[config.mk]
export PLATFORM = sky130hd
export DESIGN_NAME = instr_encoder_flat
export DESIGN_NICKNAME = d
export VERILOG_FILES = /design/src/rtl/instr_encoder_if.sv /design/src/rtl/instr_encoder.sv /design/src/flat_wrapper.sv
export SDC_FILE = /design/constraint.sdc
export NUM_CORES = 1
export LEC_CHECK = 0
export ABC_AREA = 0
export CORE_MARGIN = 1
export CORE_UTILIZATION = 35
export DETAILED_ROUTE_END_ITERATION = 6
export GPL_TIMING_DRIVEN = 0
export PLACE_DENSITY = 0.71
export SLEW_MARGIN = 20
export SYNTH_ARGS = -nofsm -noshare
export SYNTH_HDL_FRONTEND = slang
export SYNTH_SLANG_ARGS = --single-unit
[constraint.sdc]
create_clock -name clk -period 1.9 [get_ports clk]
set_input_delay 0.57 -clock clk [delete_from_list [all_inputs] [get_ports clk]]
set_output_delay 0.57 -clock clk [all_outputs]
set_load 0.05 [all_outputs]
[src/rtl/instr_encoder_if.sv]
// rtl/instr_encoder_if.sv - instruction input handshake and instruction-memory write bus
interface instr_encoder_if #(
    parameter int ADDR_W = 8
);
    logic              in_valid;
    logic              in_ready;
    logic              in_last;
    logic [5:0]        opcode;
    logic [4:0]        rdst2;
    logic [4:0]        rdst1;
    logic [4:0]        rsrc2;
    logic [4:0]        rsrc1;
    logic [15:0]       imm;
    logic [7:0]        src_addr;
    logic [7:0]        dst_addr;
    logic              imem_we;
    logic              imem_ready;
    logic [ADDR_W-1:0] imem_addr;
    logic [31:0]       imem_wdata;

    // master: instruction source and memory sink; slave: the encoder
    modport master (
        output in_valid, in_last, opcode, rdst2, rdst1, rsrc2, rsrc1, imm,
               src_addr, dst_addr, imem_ready,
        input  in_ready, imem_we, imem_addr, imem_wdata
    );

    modport slave (
        input  in_valid, in_last, opcode, rdst2, rdst1, rsrc2, rsrc1, imm,
               src_addr, dst_addr, imem_ready,
        output in_ready, imem_we, imem_addr, imem_wdata
    );
endinterface

[src/rtl/instr_encoder.sv]
// rtl/instr_encoder.sv - packs instruction fields into 32-bit words and loads them into imem
// Optional running XOR checksum of written words when ENC_CHECKSUM_EN is defined.
module instr_encoder #(
    parameter int ADDR_W = 8
) (
    input  logic              clk,
    input  logic              rst_n,
    input  logic              start,
    input  logic [ADDR_W-1:0] base_addr,
    instr_encoder_if.slave    bus,
    output logic              done,
    output logic              err_illegal,
    output logic              err_ovf,
    output logic [ADDR_W:0]   words,
    output logic [31:0]       checksum
);
    typedef enum logic [1:0] {S_IDLE, S_RUN, S_DONE} state_t;

    state_t            state_q, state_d;
    logic              pend_q;
    logic              pend_last_q;
    logic              last_seen_q;
    logic [ADDR_W-1:0] addr_q;
    logic [31:0]       wdata_q;
    logic [ADDR_W:0]   words_q;
    logic              err_ill_q;
    logic              err_ovf_q;

    logic              retire;
    logic              addr_max;
    logic              legal;
    logic              in_ready_c;
    logic              accept;
    logic              ovf_hit;
    logic              start_run;
    logic [31:0]       enc;

    assign start_run = (state_q == S_IDLE) && start;
    assign retire    = pend_q && bus.imem_ready;
    assign addr_max  = &addr_q;
    assign legal     = (bus.opcode <= 6'h10);
    // A write retiring at the top address cannot be followed by another word
    assign in_ready_c = (state_q == S_RUN) && !last_seen_q &&
                        (!pend_q || (bus.imem_ready && !addr_max));
    assign accept    = bus.in_valid && in_ready_c;
    assign ovf_hit   = retire && addr_max && !pend_last_q;

    always_comb begin
        enc = 32'h0;
        if (bus.opcode == 6'h00)
            enc = {bus.opcode, bus.rdst2, 5'b0, bus.imm};
        else if (bus.opcode == 6'h01)
            enc = {bus.opcode, bus.rdst2, 16'b0, bus.rsrc2};
        else if (bus.opcode == 6'h02)
            enc = {bus.opcode, bus.rdst2, 13'b0, bus.src_addr};
        else if (bus.opcode == 6'h03)
            enc = {bus.opcode, bus.dst_addr, 13'b0, bus.rsrc2};
        else if (legal)
            enc = {bus.opcode, bus.rdst2, bus.rdst1, 6'b0, bus.rsrc2, bus.rsrc1};
    end

    always_comb begin
        state_d = state_q;
        case (state_q)
            S_IDLE: if (start) state_d = S_RUN;
            S_RUN: begin
                if ((retire && pend_last_q) || ovf_hit ||
                    (accept && !legal && bus.in_last))
                    state_d = S_DONE;
            end
            S_DONE:  state_d = S_IDLE;
            default: state_d = S_IDLE;
        endcase
    end

    always_ff @(posedge clk or negedge rst_n) begin
        if (!rst_n) begin
            state_q     <= S_IDLE;
            pend_q      <= 1'b0;
            pend_last_q <= 1'b0;
            last_seen_q <= 1'b0;
            addr_q      <= '0;
            wdata_q     <= 32'h0;
            words_q     <= '0;
            err_ill_q   <= 1'b0;
            err_ovf_q   <= 1'b0;
        end else begin
            state_q <= state_d;
            if (start_run) begin
                addr_q      <= base_addr;
                words_q     <= '0;
                err_ill_q   <= 1'b0;
                err_ovf_q   <= 1'b0;
                last_seen_q <= 1'b0;
                pend_q      <= 1'b0;
                pend_last_q <= 1'b0;
            end else begin
                pend_q <= (pend_q && !retire) || (accept && legal);
                if (retire) begin
                    words_q <= words_q + (ADDR_W+1)'(1);
                    if (!addr_max)
                        addr_q <= addr_q + ADDR_W'(1);
                    if (ovf_hit)
                        err_ovf_q <= 1'b1;
                end
                if (accept) begin
                    if (bus.in_last)
                        last_seen_q <= 1'b1;
                    if (legal) begin
                        wdata_q     <= enc;
                        pend_last_q <= bus.in_last;
                    end else begin
                        err_ill_q <= 1'b1;
                    end
                end
            end
        end
    end

`ifdef ENC_CHECKSUM_EN
    logic [31:0] ck_q;

    always_ff @(posedge clk or negedge rst_n) begin
        if (!rst_n)
            ck_q <= 32'h0;
        else if (start_run)
            ck_q <= 32'h0;
        else if (retire)
            ck_q <= ck_q ^ wdata_q;
    end

    assign checksum = ck_q;
`else
    assign checksum = 32'h0;
`endif

    assign bus.in_ready   = in_ready_c;
    assign bus.imem_we    = pend_q;
    assign bus.imem_addr  = addr_q;
    assign bus.imem_wdata = wdata_q;
    assign done           = (state_q == S_DONE);
    assign err_illegal    = err_ill_q;
    assign err_ovf        = err_ovf_q;
    assign words          = words_q;
endmodule

[src/flat_wrapper.sv]
// flat-port wrapper written by rule: the top's interface ports become plain ports
module instr_encoder_flat 
#(
    parameter int ADDR_W = 8
)
  (clk, rst_n, start, base_addr, done, err_illegal, err_ovf, words, checksum, bus_in_valid, bus_in_last, bus_opcode, bus_rdst2, bus_rdst1, bus_rsrc2, bus_rsrc1, bus_imm, bus_src_addr, bus_dst_addr, bus_imem_ready, bus_in_ready, bus_imem_we, bus_imem_addr, bus_imem_wdata);
  instr_encoder_if #(.ADDR_W(ADDR_W)) bus_i ();
  input  logic clk;
  input  logic rst_n;
  input  logic start;
  input  logic [ADDR_W-1:0] base_addr;
  output logic done;
  output logic err_illegal;
  output logic err_ovf;
  output logic [ADDR_W:0] words;
  output logic [31:0] checksum;
  input wire logic [$bits(bus_i.in_valid)-1:0] bus_in_valid;
  input wire logic [$bits(bus_i.in_last)-1:0] bus_in_last;
  input wire logic [$bits(bus_i.opcode)-1:0] bus_opcode;
  input wire logic [$bits(bus_i.rdst2)-1:0] bus_rdst2;
  input wire logic [$bits(bus_i.rdst1)-1:0] bus_rdst1;
  input wire logic [$bits(bus_i.rsrc2)-1:0] bus_rsrc2;
  input wire logic [$bits(bus_i.rsrc1)-1:0] bus_rsrc1;
  input wire logic [$bits(bus_i.imm)-1:0] bus_imm;
  input wire logic [$bits(bus_i.src_addr)-1:0] bus_src_addr;
  input wire logic [$bits(bus_i.dst_addr)-1:0] bus_dst_addr;
  input wire logic [$bits(bus_i.imem_ready)-1:0] bus_imem_ready;
  output wire logic [$bits(bus_i.in_ready)-1:0] bus_in_ready;
  output wire logic [$bits(bus_i.imem_we)-1:0] bus_imem_we;
  output wire logic [$bits(bus_i.imem_addr)-1:0] bus_imem_addr;
  output wire logic [$bits(bus_i.imem_wdata)-1:0] bus_imem_wdata;
  assign bus_i.in_valid = bus_in_valid;
  assign bus_i.in_last = bus_in_last;
  assign bus_i.opcode = bus_opcode;
  assign bus_i.rdst2 = bus_rdst2;
  assign bus_i.rdst1 = bus_rdst1;
  assign bus_i.rsrc2 = bus_rsrc2;
  assign bus_i.rsrc1 = bus_rsrc1;
  assign bus_i.imm = bus_imm;
  assign bus_i.src_addr = bus_src_addr;
  assign bus_i.dst_addr = bus_dst_addr;
  assign bus_i.imem_ready = bus_imem_ready;
  assign bus_in_ready = bus_i.in_ready;
  assign bus_imem_we = bus_i.imem_we;
  assign bus_imem_addr = bus_i.imem_addr;
  assign bus_imem_wdata = bus_i.imem_wdata;
  instr_encoder #(.ADDR_W(ADDR_W)) u_core (.clk(clk), .rst_n(rst_n), .start(start), .base_addr(base_addr), .bus(bus_i), .done(done), .err_illegal(err_illegal), .err_ovf(err_ovf), .words(words), .checksum(checksum));
endmodule
# Word level (Yosys, flattened, before mapping)
# Cells that the tools add are included.
[totals]
wordCells = 85
input_bits = 72
output_inout_bits = 86
ff_bits = 56
[classes]
bitwise_logic = 1
n_lt_le_gt_ge = 1
eq_ne = 9
reduce_logical = 38
n_mux = 25
addsub = 2
[ops]
columns = ["operator", "count"]
rows = [
  ["2-to-1 mux 26 bit", 4],
  ["2-to-1 mux 8 bit", 3],
  ["2-to-1 mux 9 bit", 2],
  ["logical AND 1 bit", 13],
  ["2-to-1 mux 1 bit", 13],
  ["equality test 6 x 2 -> 1 bit (second input constant)", 2],
  ["AND reduction 2 bit", 6],
  ["nonzero test 2 bit", 5],
  ["adder 9 x 1 -> 9 bit (second input constant)", 1],
  ["adder 8 x 1 -> 8 bit (second input constant)", 1],
  ["inequality test 2 bit (second input constant)", 4],
  ["AND reduction 8 bit", 1],
  ["equality test 6 x 1 -> 1 bit (second input constant)", 1],
  ["less-or-equal comparator 6 x 5 -> 1 bit (second input constant)", 1],
  ["logical NOT 1 bit", 6],
  ["logical NOT 6 bit", 1],
  ["logical OR 1 bit", 4],
  ["2-to-1 mux 2 bit", 2],
  ["one-hot mux 2 bit (2 select lines)", 1],
  ["AND reduction 3 bit", 1],
  ["equality test 2 x 1 -> 1 bit (second input constant)", 1],
  ["equality test 2 bit (second input constant)", 1],
  ["logical NOT 2 bit", 1],
  ["inverter 1 bit", 1],
]

# Depth between registers and ports, before layout
[logic_depth]
word_depth = 11
mapped_depth = 7

# Least setup slack after synthesis
# Ideal clock, no wire load.
[synth_path]
path_kind = "reg-to-output"
startpoint = "register u_core.addr_q[0], in the netlist u_core.bus.imem_addr[0]"
endpoint = "output port bus_in_ready"
arrival_time_ns = 2.284
stages_incl_launch_ff = 5
n_path_buf = 0
slack_ns = -0.954
cell_sequence = "dfrtp_1 > ha_1 > nand4_1 > o21ai_0 > a21boi_0"
[synth_between]
elab_chain_len = 5
[synth_lines]
columns = ["item", "line_no", "rtl"]
rows = [
  ["start, declared", "instr_encoder.sv:23", "logic [ADDR_W-1:0] addr_q;"],
  ["start signal, assigned", "instr_encoder.sv:90", "addr_q <= base_addr;"],
  ["start signal, assigned", "instr_encoder.sv:102", "addr_q <= addr_q + ADDR_W'(1);"],
  ["AND reduction 8 bit", "instr_encoder.sv:40", "assign addr_max = &addr_q;"],
  ["logical NOT 1 bit", "instr_encoder.sv:44", "(!pend_q || (bus.imem_ready && !addr_max));"],
  ["logical AND 1 bit", "instr_encoder.sv:44", ""],
  ["logical OR 1 bit", "instr_encoder.sv:44", ""],
  ["logical AND 1 bit", "instr_encoder.sv:43", "assign in_ready_c = (state_q == S_RUN) && !last_seen_q &&"],
  ["end, declared", "flat_wrapper.sv:28", "output wire logic [$bits(bus_i.in_ready)-1:0] bus_in_ready;"],
]
# No other way between the ends.

# Worst setup path in the final report
[layout_path]
startpoint = "register u_core.addr_q[3], in the netlist u_core.bus.imem_addr[3]"
endpoint = "output port bus_in_ready"
# Same word-level chain as after synthesis.

==> impl_metrics.json <==
{
  "htreeDepth": 2,
  "grt_max_degree": 57,
  "diodes": 0,
  "synth_warnings": 0,
  "netlist_instances": 310,
  "synth_top_area_frac": 0.4382,
  "grtUsageTotal": 0.1865,
  "power.leakage_uw": 0.002532,
  "synth-edff-count": 0,
  "vias": 2885,
  "cts_buffer_depth": 2,
  "cts_made_buffers": 5,
  "cp-startpoint": "u_core.bus.imem_addr[3]$_DFFE_PN0P_",
  "critPathBufInv": 2,
  "syn-mean-instance-area_sq_um": 10.32,
  "grt_pass1_vias": 2839,
  "antenna_found_initial": 0,
  "cap_violations": 0,
  "postCtsHoldBufs": 0,
  "crit_path_cell_trace": "buf_4 > nand3_1 > o21ai_2 > a21boi_2 > buf_6",
  "cp.required_ps": 1330,
  "min_period_over_period": 1.065,
  "crit_arrival_ps": 1450,
  "violations": "setup timing",
  "ys_seq_area_frac": 0.4382,
  "area_growth_pct": 63.77,
  "setup_slack_ps": -123.9,
  "power_uw": 6560,
  "first_pass_iters": 4,
  "ys_ff_latch": 56,
  "drive_gt1_frac": 0.2877,
  "place.gp.congestion": 0.8310,
  "clockRootBuffer": "clkbuf_8",
  "cp_slowest_stage_delay_ps": 420,
  "critPathKind": "reg -> out",
  "max-slew-margin-rel": 0.6503,
  "clock_skew_ps": 12.04,
  "rsz0062_at_grt": "yes",
  "drtIter0Drc": 97,
  "viasPerCell": 4.769,
  "period_minus_slack_ps": 2024,
  "die_h_um": 97.59,
  "postRouteAntennaNets": 0,
  "dieArea_sq_mm": 0.009524,
  "grt_overflow": 0,
  "path_clk_slew_ps": 100,
  "yosysTopAreaCell": "dfrtp_1",
  "ys_types": 43,
  "critPathCaptureType": "output pin",
  "grt_pass1_wl_um": 14320,
  "vdd_drop_max_mv": 1.034,
  "wl_um": 8923,
  "power_per_cell_area_mw_per_mm2": 1253,
  "cts_tree": "built",
  "die_x_um": 97.59,
  "fmaxAchievable_mhz": 494.1,
  "core_sq_mm": 0.008763,
  "port_buffers": 124,
  "timing.rr.start": "u_core.bus.imem_addr[1]$_DFFE_PN0P_",
  "fin_area_sq_mm": 0.005238,
  "drv_slew": 0,
  "cts_sinks": 56,
  "drc_errors": 0,
  "hpwl_um": 6276,
  "tightest_slew_ps": 526.6,
  "setup_viol": 19,
  "routedWlPerCell_um": 14.75,
  "place_area_sq_mm": 0.004832,
  "synth_area_leaders": "dfrtp_1, buf_4, mux2i_1, mux2_1, mux2_2",
  "path_delay_family": "flip-flops",
  "outcome": "finished with violations",
  "fin_nets": 570,
  "initial_utilization": 0.3649,
  "async_reset_ff_frac": 1.000,
  "rows": 34,
  "synth_top_flop_cell": "dfrtp_1",
  "post-route-util": 0.5977,
  "critPathLaunchType": "register",
  "syn_area_sq_mm": 0.003198,
  "finalHoldViolations": 0,
  "clk_latency_ps": 320,
  "hp-class": "in -> async",
  "cp_slowest_cell": "dfrtp_2",
  "io_pins": 158,
  "fin_tns_setup_ps": -793.6,
  "crit_path_max_fanout": 3
}
-- where the power goes --
part	switching, uW	total [uW]	internal (uW)
sequential	337	1990	1650
clock	414	673	259
combinational	2470	3900	1430
-- metrics by stage --
stage / hold WS [ps] / std cells / setup slack (ps)
after CTS: 239.2 / 597 / -146.8
final: 226.6 / 605 / -123.9
after floorplan: 274.4 / 341 / -175.1
after global placement: 468.0 / 573 / -1782
after global routing: 248.2 / 605 / -201.9
after detailed placement: 476.6 / 574 / -999.6
-- area by class of cell --
type | count | area [sq um]
plain buffers | 46 | 380.4
clock buffers | 5 | 68.82
flip-flops and latches | 56 | 1409
inverters | 10 | 37.54
clock inverters | 3 | 18.77
fillers | 778 | 3526
repair buffers | 150 | 1494
multi-input cells | 227 | 1694
well taps | 108 | 135.1
-- placed cells by master (no fill, tap or decap), types with 2 or more instances in the layout --
cell / netlist / routed
buf_12: 0 / 8
o21ai_0: 16 / 15
nor2b_1: 3 / 3
mux2_4: 6 / 30
buf_4: 32 / 50
dfrtp_2: 0 / 6
dlygate4sd2_1: 0 / 43
buf_16: 0 / 3
dfrtp_1: 56 / 50
and3_1: 4 / 2
nand3_1: 8 / 8
nand2_1: 36 / 36
xnor2_1: 3 / 3
o31ai_1: 5 / 5
nor3_1: 2 / 2
clkdlybuf4s15_2: 0 / 3
buf_2: 2 / 2
a21oi_1: 8 / 8
clkbuf_2: 0 / 8
a31oi_1: 2 / 2
xor2_1: 6 / 6
a22o_1: 4 / 4
and3_4: 0 / 2
clkdlybuf4s15_1: 0 / 5
clkbuf_8: 0 / 6
inv_1: 10 / 10
nor3_4: 1 / 2
buf_6: 5 / 8
and4_1: 4 / 4
conb_1: 1 / 32
mux2_2: 13 / 3
clkdlybuf4s50_1: 0 / 63
clkinv_2: 0 / 2
nand4_1: 7 / 7
nor2_1: 16 / 15
mux2i_1: 18 / 18
-- kinds of logic after synthesis --
family                     synth area share
xor gates and xnor gates            0.02465
and+or+nand+nor                      0.1448
adders and majority gates          0.007823
muxes                                0.1831
buffers and inverters                0.1182
AOI/OAI and AO/OA                   0.08217
DFF                                  0.4382
other                              0.001173
-- worst register-to-register path, cell delays in order, from the launching register on --
cell and delay, ps:
dfrtp_2 450, ha_4 170, and4_1 160, and3_4 180, nor3_4 160, buf_6 190, buf_12 120, buf_16 110
mux2_4 290
-- path summary, 6_finish.rpt --
kind	to	slack [ps]	cells past startpoint
setup / recovery	bus_in_ready	-120	5
hold / removal	u_core.words[0]$_DFFE_PN0P_	230	2
setup reg to reg	u_core.bus.imem_wdata[7]$_DFFE_PN0P_	-50	8
hold reg to reg	u_core.bus.imem_wdata[31]$_DFFE_PN0P_	510	1
max in group asynchronous	u_core.bus.imem_addr[5]$_DFFE_PN0P_	1400	2
min in group clk	u_core.bus.imem_wdata[28]$_DFFE_PN0P_	500	2
-- synthesized netlist by cell type, types with 2 or more instances --
cell / instances
nand2_1: 36
buf_4: 32
nand3_1: 8
dfrtp_1: 56
o31ai_1: 5
o21ai_0: 16
a31oi_1: 2
and4_1: 4
nor3_1: 2
ha_1: 2
and3_1: 4
nor2b_1: 3
clkbuf_1: 9
mux2_2: 13
nor2_1: 16
xnor2_1: 3
a21oi_1: 8
buf_2: 2
mux2_1: 15
inv_1: 10
mux2_4: 6
xor2_1: 6
nand4_1: 7
a22o_1: 4
mux2i_1: 18
buf_6: 5
nor3b_1: 2
-- timing repair --
action                                  4_1_cts  5_1_grt
endpoints found under the setup margin       99       42
pin swaps                                     7        2
gates cloned                                  2        0
setup buffers                                15        8
gates resized for setup                     121       21
-- state kept, by name, summed over array words and instances, names as in the netlist --
name                   flops
u_core.last_seen_q         1
u_core.bus.imem_addr       8
u_core.state_q             2
u_core.err_illegal         1
u_core.bus.imem_wdata     32
u_core.pend_last_q         1
u_core.err_ovf             1
u_core.bus.imem_we         1
u_core.words               9
-- layer usage --
metal | track usage | part of all wire | up-vias
li1 | - | - | 1383
met1 | 0.2360 | 0.43 | 1368
met2 | 0.3217 | 0.48 | 126
met3 | 0.04820 | 0.077 | 8
met4 | 0.03507 | 0.0064 | 0
met5 | 0 | 0 | -
Note: power is estimated with default switching activity, not from simulation.
